## config.mk

```make
export PLATFORM = sky130hd
export DESIGN_NAME = jtkunio_rom_arb
export DESIGN_NICKNAME = d
export VERILOG_FILES = /design/src/rtl/jtkunio_arb_pkg.sv /design/src/rtl/jtkunio_arb_slot.sv /design/src/rtl/jtkunio_rom_arb.sv
export SDC_FILE = /design/constraint.sdc
export NUM_CORES = 1
export LEC_CHECK = 0
export ABC_AREA = 1
export BUFFER_PORTS_ARGS = -buffer_cell sky130_fd_sc_hd__buf_4
export CAP_MARGIN = 20
export CORE_MARGIN = 10
export CORE_UTILIZATION = 37
export DETAILED_ROUTE_END_ITERATION = 8
export PLACE_DENSITY = 0.54
export SLEW_MARGIN = 20
export SYNTH_ARGS = -nofsm -noshare
export SYNTH_HDL_FRONTEND = slang
export SYNTH_SLANG_ARGS = --single-unit
```

## constraint.sdc

```tcl
create_clock -name clk -period 4.1 [get_ports clk]
set_input_delay 0.82 -clock clk [delete_from_list [all_inputs] [get_ports clk]]
set_output_delay 0.82 -clock clk [all_outputs]
set_load 0.02 [all_outputs]
```

## src/rtl/jtkunio_arb_pkg.sv

```systemverilog
// Shared types and constants for the ROM slot arbiter.
// The FSM state encoding, the default bank address width and the burst length.
package jtkunio_arb_pkg;

   typedef enum logic [1:0] {IDLE, REQ, DATA} state_t;

   localparam int BA_AW    = 22;
   localparam int DW_BURST = 2;

endpackage

```

## src/rtl/jtkunio_arb_slot.sv

```systemverilog
// One client slot: a 32-bit cache entry plus tag/valid, and a zero-latency hit comparator.
// The fill lands one cycle after fill is asserted; the hit path is purely combinational and has no backpressure.
module jtkunio_arb_slot
   import jtkunio_arb_pkg::*;
#(
   parameter int AW = BA_AW
)(
   input  logic          clk,
   input  logic          rst_n,
   input  logic          cs,
   input  logic [AW-1:0] addr,
   input  logic          clr,
   input  logic          fill,
   input  logic [AW-2:0] fill_tag,
   input  logic [31:0]   fill_data,
   output logic [31:0]   data,
   output logic          ok
);

   logic          valid;
   logic [AW-2:0] tag;
   logic          unused_lsb;

   // The fill is gated against clr upstream, so clr only needs to win over the valid set.
   always_ff @(posedge clk or negedge rst_n) begin
      if (!rst_n) begin
         valid <= 1'b0;
         tag   <= '0;
         data  <= '0;
      end else begin
         if (clr)
            valid <= 1'b0;
         else if (fill)
            valid <= 1'b1;
         if (fill) begin
            tag  <= fill_tag;
            data <= fill_data;
         end
      end
   end

   assign ok         = cs & valid & (tag == addr[AW-1:1]);
   assign unused_lsb = addr[0];

endmodule

```

## src/rtl/jtkunio_rom_arb.sv

```systemverilog
// Shares one SDRAM bank among SLOTS ROM clients; hits return with zero latency, and misses are fetched round-robin as 2x16-bit bursts.
// A miss takes one cycle to grant, then waits for ba_ack and the burst; define JTKUNIO_ARB_PRIO0_EN to give slot 0 priority and to gate data on ba_dst.
module jtkunio_rom_arb
   import jtkunio_arb_pkg::*;
#(
   parameter int SLOTS         = 4,
   parameter int AW            = BA_AW,
   parameter int CLRTAG_ON_DWN = 1
)(
   input  logic                clk,
   input  logic                rst_n,
   input  logic                downloading,
   input  logic [SLOTS-1:0]    slot_cs,
   input  logic [SLOTS*AW-1:0] slot_addr,
   output logic [SLOTS*32-1:0] slot_data,
   output logic [SLOTS-1:0]    slot_ok,
   output logic [AW-1:0]       ba_addr,
   output logic                ba_rd,
   input  logic                ba_ack,
   input  logic                ba_dst,
   input  logic                ba_dok,
   input  logic                ba_rdy,
   input  logic [15:0]         data_read,
   output logic                busy
);

   localparam int GW = (SLOTS > 1) ? $clog2(SLOTS) : 1;
   localparam int CW = $clog2(DW_BURST);

   state_t         state, state_nx;
   logic [GW-1:0]  grant, last_grant, pick;
   logic [AW-1:0]  pick_addr;
   logic [AW-2:0]  lat_tag;
   logic [31:0]    burst_buf, buf_nx;
   logic [CW-1:0]  cnt;
   logic [SLOTS-1:0] miss;
   logic           clr, dok_eff, grant_en, rdy_en, fill_en;
   logic [1:0]     unused_bits;

   assign clr   = (CLRTAG_ON_DWN != 0) && downloading;
   assign miss  = slot_cs & ~slot_ok;
   assign ba_rd = (state == REQ);
   assign busy  = (state != IDLE);

   for (genvar i = 0; i < SLOTS; i++) begin : g_slot
      jtkunio_arb_slot #(.AW(AW)) u_slot (
         .clk       (clk),
         .rst_n     (rst_n),
         .cs        (slot_cs[i]),
         .addr      (slot_addr[i*AW +: AW]),
         .clr       (clr),
         .fill      (fill_en && (grant == GW'(i))),
         .fill_tag  (lat_tag),
         .fill_data (buf_nx),
         .data      (slot_data[i*32 +: 32]),
         .ok        (slot_ok[i])
      );
   end

   // Scan downwards so the nearest miss after last_grant is the one left standing.
   always_comb begin
      logic [GW:0] sum;
      pick = '0;
      sum  = '0;
      for (int k = SLOTS; k >= 1; k--) begin
         sum = {1'b0, last_grant} + (GW+1)'(k);
         if (sum >= (GW+1)'(SLOTS))
            sum = sum - (GW+1)'(SLOTS);
         if (miss[sum[GW-1:0]])
            pick = sum[GW-1:0];
      end
`ifdef JTKUNIO_ARB_PRIO0_EN
      if (miss[0])
         pick = '0;
`endif
   end

   always_comb begin
      pick_addr = '0;
      for (int i = 0; i < SLOTS; i++)
         if (pick == GW'(i))
            pick_addr = slot_addr[i*AW +: AW];
   end

   always_comb begin
      state_nx = state;
      grant_en = 1'b0;
      rdy_en   = 1'b0;
      case (state)
         IDLE: if (!downloading && (|miss)) begin
            state_nx = REQ;
            grant_en = 1'b1;
         end
         REQ:  if (ba_ack) state_nx = DATA;
         DATA: if (ba_rdy) begin
            state_nx = IDLE;
            rdy_en   = 1'b1;
         end
         default: state_nx = IDLE;
      endcase
   end

   assign fill_en = rdy_en & ~clr;

`ifdef JTKUNIO_ARB_PRIO0_EN
   logic dst_seen;
   assign dok_eff = (state == DATA) && ba_dok && dst_seen;
`else
   assign dok_eff = (state == DATA) && ba_dok;
`endif

   // Same-cycle view of the buffer so a word arriving with ba_rdy still makes the fill.
   always_comb begin
      buf_nx = burst_buf;
      if (dok_eff) begin
         if (cnt == '0)
            buf_nx[15:0]  = data_read;
         else
            buf_nx[31:16] = data_read;
      end
   end

   always_ff @(posedge clk or negedge rst_n) begin
      if (!rst_n)
         state <= IDLE;
      else
         state <= state_nx;
   end

   always_ff @(posedge clk or negedge rst_n) begin
      if (!rst_n) begin
         grant      <= '0;
         last_grant <= '0;
         lat_tag    <= '0;
         ba_addr    <= '0;
         burst_buf  <= '0;
         cnt        <= '0;
      end else begin
         if (grant_en) begin
            grant   <= pick;
            lat_tag <= pick_addr[AW-1:1];
            ba_addr <= {pick_addr[AW-1:1], 1'b0};
         end
         if (state == REQ && ba_ack)
            cnt <= '0;
         if (dok_eff) begin
            cnt       <= cnt + 1'b1;
            burst_buf <= buf_nx;
         end
`ifdef JTKUNIO_ARB_PRIO0_EN
         if (rdy_en && grant != '0)
            last_grant <= grant;
`else
         if (rdy_en)
            last_grant <= grant;
`endif
      end
   end

`ifdef JTKUNIO_ARB_PRIO0_EN
   always_ff @(posedge clk or negedge rst_n) begin
      if (!rst_n)
         dst_seen <= 1'b0;
      else if (state == REQ)
         dst_seen <= 1'b0;
      else if (state == DATA && ba_dst)
         dst_seen <= 1'b1;
   end
`endif

   assign unused_bits = {ba_dst, pick_addr[0]};

endmodule

```

==> results of run 1 <==
-- power groups by stage --
stage	clock network (mW)	logic [mW]	registers (mW)
5_1_grt	3.12	6.74	4.87
6_report	2.94	6.04	4.74
3_3_place_gp	0	6.01	4.74
4_1_cts	3.00	6.09	4.73
3_5_place_dp	0	6.07	4.77
2_1_floorplan	0	3.44	5.10
-- cell families after synthesis --
kind of cell / share of synthesized area [%]
XOR/XNOR: 0.911
AND/OR/NAND/NOR: 29.0
AO/OA/AOI/OAI: 8.10
other: 0.0279
multiplexers: 1.34
flip-flops: 51.3
buffers and inverters: 9.24
-- layout by cell type (no fill, tap or decap), drive strengths merged, types with 9 or more instances in the layout --
cell type,count
dfrtp,276
nor4,10
inv,227
buf,282
nand2,735
clkbuf,39
clkinv,14
nor2,74
nand4,29
o21bai,9
mux2,16
o21ai,186
nand3,90
-- critical path: stages --
cell,delay [ns]
buf_4,0.13
nor2_1,0.10
nor2_1,0.07
nor3b_1,0.22
o2111ai_1,0.15
nor4_1,0.30
nand3_1,0.12
nor4_1,0.21
buf_4,0.20
-- how the worst max path moves through the flow --
stage                                   end  slack (ns)
global placement    ba_addr[13]$_DFFE_PN0P_        0.75
floorplan                        slot_ok[0]        1.47
detailed placement  ba_addr[13]$_DFFE_PN0P_        0.74
global route                     slot_ok[0]        0.75
finish                           slot_ok[0]        0.97
CTS                              slot_ok[0]        0.99
-- metal layers --
layer  global-route usage, %  routed length (um)  vias to the layer above
met5                       0                   0                        -
met4                    4.70                 843                        0
met3                    3.20                2810                       45
met2                    33.1               21800                      342
met1                    31.0               23100                     5784
li1                        -                   -                     5997
-- layout make-up --
cell class | instances | share of cell area (%)
Sequential cell | 276 | 40.8
Multi-Input combinational cell | 1191 | 31.5
Timing Repair Buffer | 282 | 12.7
Inverter | 230 | 5.12
Clock buffer | 39 | 4.94
Tap cell | 461 | 3.41
Clock inverter | 19 | 1.44
Antenna cell | 2 | 0.0296
-- stage by stage --
step	hold slack [ns]	total power, mW
after floorplan	0.461	8.54
after global placement	0.466	10.8
after detailed placement	0.466	10.8
after CTS	0.317	13.8
after global routing	0.336	14.7
final	0.277	13.7
-- registers in the layout, indices dropped and copies added (netlist names) --
| signal | cells |
|---|---|
| g_slot.u_slot.data | 128 |
| g_slot.u_slot.tag | 84 |
| burst_buf | 32 |
| ba_addr | 21 |
| g_slot.u_slot.valid | 4 |
| grant | 2 |
| last_grant | 2 |
| state | 2 |
| cnt | 1 |
==> impl_metrics.json, run 1 <==
{
  "cts_buffers": 31,
  "final_core_util_pct": 47.3,
  "rsz0062_at_grt": "no",
  "n_fill_cell": 3640,
  "wl_per_cell_um": 19.4,
  "switchingPower_mw": 6.04,
  "relSlewSlack_pct": 29.7,
  "reg2reg_slack_ns": 1.29,
  "grt_usage_pct": 21.4,
  "clockRootBuffer": "clkbuf_16",
  "grt_overflow_total": 0,
  "path_class": "input pin to primary output",
  "max-clock-path-buffers": 3,
  "clock_latency_ns": 0.58,
  "grt_max_degree": 98,
  "fmax_mhz": 319,
  "tightest_slew_ns": 1.05,
  "tns_ns": 0,
  "p_leak_nw": 9.24,
  "synth_area_um2": 13500,
  "vdd_drop_max_mv": 0.397,
  "synth_commonest_cells": "nand2_1 (728), dfrtp_1 (276), inv_1 (207)",
  "synth_area_leaders": "dfrtp_1 (51%), nand2_1 (20%), o21ai_0 (6.2%)",
  "io_pins": 271,
  "worstPathRequired_ns": 3.28,
  "critPathLaunch": "slot_addr[21]",
  "worstReg2RegEnd": "ba_addr[13]$_DFFE_PN0P_",
  "vias": 12200,
  "synthToLayoutAreaGrowth_pct": 25.7,
  "yosysTopAreaCell": "dfrtp_1",
  "crit_path_start_kind": "input pin",
  "placed_area_um2": 15800,
  "cts_sinks": 276,
  "die_w_um": 211,
  "clock_skew_ns": 0.0247,
  "ff2ff_path_depth": 21,
  "io_buffers": 264,
  "viasPerCell": 4.87,
  "synth_edf_count": 0,
  "critPathCaptureType": "primary output",
  "cts_tree": "yes",
  "status": "complete, no violations",
  "slew_viol_final": 0,
  "finalHoldViolCount": 0,
  "cts_setup_buffers": 0,
  "cts-resized-gates": 0,
  "die_y_um": 211,
  "min-delay-path-class": "input pin to asynchronous set/reset pin",
  "synth_cells": 1769,
  "async_reset_ff_share_pct": 100,
  "drv_cap": 0,
  "p_int_mw": 7.69,
  "dp_worst_setup_slack_ns": 0.743,
  "drtAntennaViolNets": 0,
  "drt-total-wl_um": 48500,
  "clk_pin_slew_ns": 0.06,
  "layout_setup_ws_ns": 0.969,
  "ctsHoldBuffers": 0,
  "synth_seq_cells": 276,
  "cp.arrival_ns": 2.31,
  "die_area_um2": 44400,
  "drc": 0,
  "fin_nets": 2127,
  "power_density_nw_per_um2": 812,
  "cts_max_level": 1,
  "grt_pass1_wl_um": 73700,
  "yosys.cell_types.count": 39,
  "synth_seq_area_share_pct": 51.3,
  "grt_pass1_vias": 11800,
  "multiInputGateArea_um2": 5330,
  "seqPwrFrac_pct": 34.6,
  "synth.most_common_cell": "nand2_1",
  "layout-drive-gt1-share_pct": 19.1,
  "ff_latch_area_um2": 6910,
  "clock_power_share_pct": 21.5,
  "yosysWarningCount": 0,
  "initial_core_util_pct": 37.6,
  "reg2reg_from": "g_slot[3].u_slot.tag[14]$_DFFE_PN0P_",
  "finalCritPeriodShare_pct": 76.4,
  "synthFlopType": "dfrtp_1",
  "path_max_fanout": 3,
  "postSynthAreaPerCell_um2": 7.61,
  "fin_crit_ns": 3.13,
  "drtPass1Iterations": 5,
  "gp_congestion": 0.903,
  "place_hpwl_um": 37200,
  "design_area_um2": 16900,
  "core_area_um2": 35700,
  "drtIter0Drc": 929,
  "grt_antenna_before_repair": 2,
  "setup_viol": 0,
  "dp_cells": 2440,
  "num_rows": 69,
  "sw_frac_of_total_pct": 44.0,
  "final-instance-count-excl-fill": 2500,
  "synth_fp_nets": 1884,
  "yosysTopAreaCellShare_pct": 51.3,
  "p_comb_share_pct": 44.0
}
Note: power is estimated with default switching activity, not from simulation.
==> run 2: changes to the inputs <==
clock period = 3.2 ns   (was 4.1 ns; I/O delays follow)
==> impl_metrics.json, run 2 (synthesized netlist as in run 1, its figures left out) <==
{
  "worstPathRequired_ns": 2.56,
  "drv_cap": 0,
  "layout_commonest_cell": "nand2_1",
  "die_area_um2": 44400,
  "cts-resized-gates": 0,
  "relSlewSlack_pct": 31.3,
  "cts_buffers": 31,
  "vias": 12200,
  "drtIter0Drc": 977,
  "largest_reg_flops": 128,
  "setup_viol": 0,
  "gp_congestion": 0.876,
  "num_rows": 69,
  "status": "complete, no violations",
  "tightest_slew_ns": 1.03,
  "grt_overflow_total": 0,
  "ff_latch_area_um2": 6910,
  "cts_max_level": 1,
  "die_y_um": 211,
  "clock_skew_ns": 0.0131,
  "io_pins": 271,
  "cts_sinks": 276,
  "rsz0062_at_grt": "no",
  "clockRootBuffer": "clkbuf_16",
  "fin_crit_ns": 2.97,
  "grt.busiest_layer": "met2",
  "drtAntennaViolNets": 0,
  "layout-drive-gt1-share_pct": 18.9,
  "place_hpwl_um": 37000,
  "grt_max_degree": 77,
  "drtPass1Iterations": 6,
  "n_fill_cell": 3646,
  "placed_area_um2": 15900,
  "power_density_nw_per_um2": 1030,
  "finalCritPeriodShare_pct": 92.9,
  "final-instance-count-excl-fill": 2497,
  "viasPerCell": 4.90,
  "slew_viol_final": 0,
  "reg_top3": "g_slot.u_slot.data: 128 flops, g_slot.u_slot.tag: 84 flops, burst_buf: 32 flops",
  "synthToLayoutAreaGrowth_pct": 25.3,
  "io_buffers": 264,
  "grt_pass1_vias": 11800,
  "drt-total-wl_um": 48300,
  "fin_nets": 2129,
  "drc": 0,
  "initial_core_util_pct": 37.6,
  "multiInputGateArea_um2": 5330,
  "path_class": "register to primary output",
  "grt_pass1_wl_um": 72700,
  "cp.arrival_ns": 2.33,
  "met3_usage_pct": 3.23,
  "dp_cells": 2442,
  "min-delay-path-class": "input pin to asynchronous set/reset pin",
  "cts_setup_buffers": 0,
  "clock_latency_ns": 0.57,
  "slowest_stage": "dfrtp_1",
  "ctsHoldBuffers": 0,
  "p_leak_nw": 9.22,
  "grt_usage_pct": 21.2,
  "design_area_um2": 16900,
  "tns_ns": 0,
  "cpLargestDelayFamily": "simple AND/OR/NAND/NOR gates",
  "die_w_um": 211,
  "wl_per_cell_um": 19.3,
  "mostFrequentLayoutCells": "nand2_1 (728), dfrtp_1 (276), buf_4 (276)",
  "max-clock-path-buffers": 3,
  "regMostFlops": "g_slot.u_slot.data",
  "core_area_um2": 35700,
  "gr-usage-met2_pct": 32.8,
  "grt_antenna_before_repair": 2,
  "vdd_drop_max_mv": 0.668,
  "cp_slowest_stage_delay_ns": 0.39,
  "crit_chain": "nor2_1 > nor2_1 > nor3b_1 > o2111ai_1 > nor4_1 > nand3_1 > nor4_1 > buf_4",
  "finalHoldViolCount": 0,
  "cts_tree": "yes",
  "clk_pin_slew_ns": 0.06,
  "fmax_mhz": 336,
  "crit_path_start_kind": "register",
  "path_max_fanout": 3,
  "critPathCaptureType": "primary output",
  "timing.critical_path.buf_inv": 1,
  "grt_use_met1_pct": 30.7
}
-- run 2: final cells by class --
type	instances	share of cell area [%]
multi-input combinational	1191	31.6
timing repair buffer	284	13.2
clock inverter	10	0.468
sequential	276	41.0
inverter	230	5.14
clock buffer	43	5.17
antenna	2	0.0297
tap	461	3.42
-- run 2: where the power goes --
group	leakage (nW)	switching (mW)	internal, mW
sequential	3.46	1.16	4.91
combinational	5.28	5.09	2.83
clock	0.476	1.45	1.96
-- run 2: metrics by stage --
step	util (%)	total power, mW	setup WS (ns)	hold slack [ns]
6_report	47.2	17.4	0.226	0.0595
5_1_grt	47.2	18.7	0.0371	0.0970
4_1_cts	47.2	17.5	0.187	0.0677
3_5_place_dp	44.5	14.1	0.130	0.466
3_3_place_gp	44.5	14.0	0.155	0.466
2_1_floorplan	-	10.9	0.927	0.344
-- run 2: worst paths after layout --
| check | start | endpoint | slack [ns] | cells after the start |
|---|---|---|---|---|
| worst max-delay path | g_slot[0].u_slot.tag[20]$_DFFE_PN0P_ | slot_ok[0] | 0.23 | 8 |
| worst min register to register | g_slot[0].u_slot.data[17]$_DFFE_PN0P_ | g_slot[0].u_slot.data[17]$_DFFE_PN0P_ | 0.48 | 2 |
| max in group asynchronous | rst_n | g_slot[0].u_slot.data[4]$_DFFE_PN0P_ | 2.31 | 2 |
| worst max register to register | g_slot[0].u_slot.tag[16]$_DFFE_PN0P_ | ba_addr[13]$_DFFE_PN0P_ | 0.56 | 21 |
| min in group clk | ba_ack | state[0]$_DFFE_PN0P_ | 0.25 | 2 |
| worst min-delay path | rst_n | g_slot[1].u_slot.data[25]$_DFFE_PN0P_ | 0.06 | 1 |
-- run 2: layer usage --
metal  vias to the layer above  part of all wire [%]
met2                       374                    45
met4                         0                   2.0
met1                      5825                    47
met3                        57                   5.9
li1                       5985                     -
met5                         -                     0
-- run 2: worst register-to-register path: stages, from the launching register on --
cell and delay (ns):
dfrtp_1 0.34, inv_1 0.05, nand2_1 0.05, nand2_1 0.09
nor2_1 0.14, nand3_1 0.08, nor2_1 0.09, nand3_1 0.19
nand2_1 0.17, nand2_1 0.08, nand3_1 0.10, nand2_1 0.07
nand2_2 0.10, nand2_2 0.07, nand2_4 0.08, nand2_8 0.21
inv_4 0.22, nand2_1 0.08, nand2_1 0.10, nand2_1 0.10
nand2_1 0.07, nand2_1 0.04
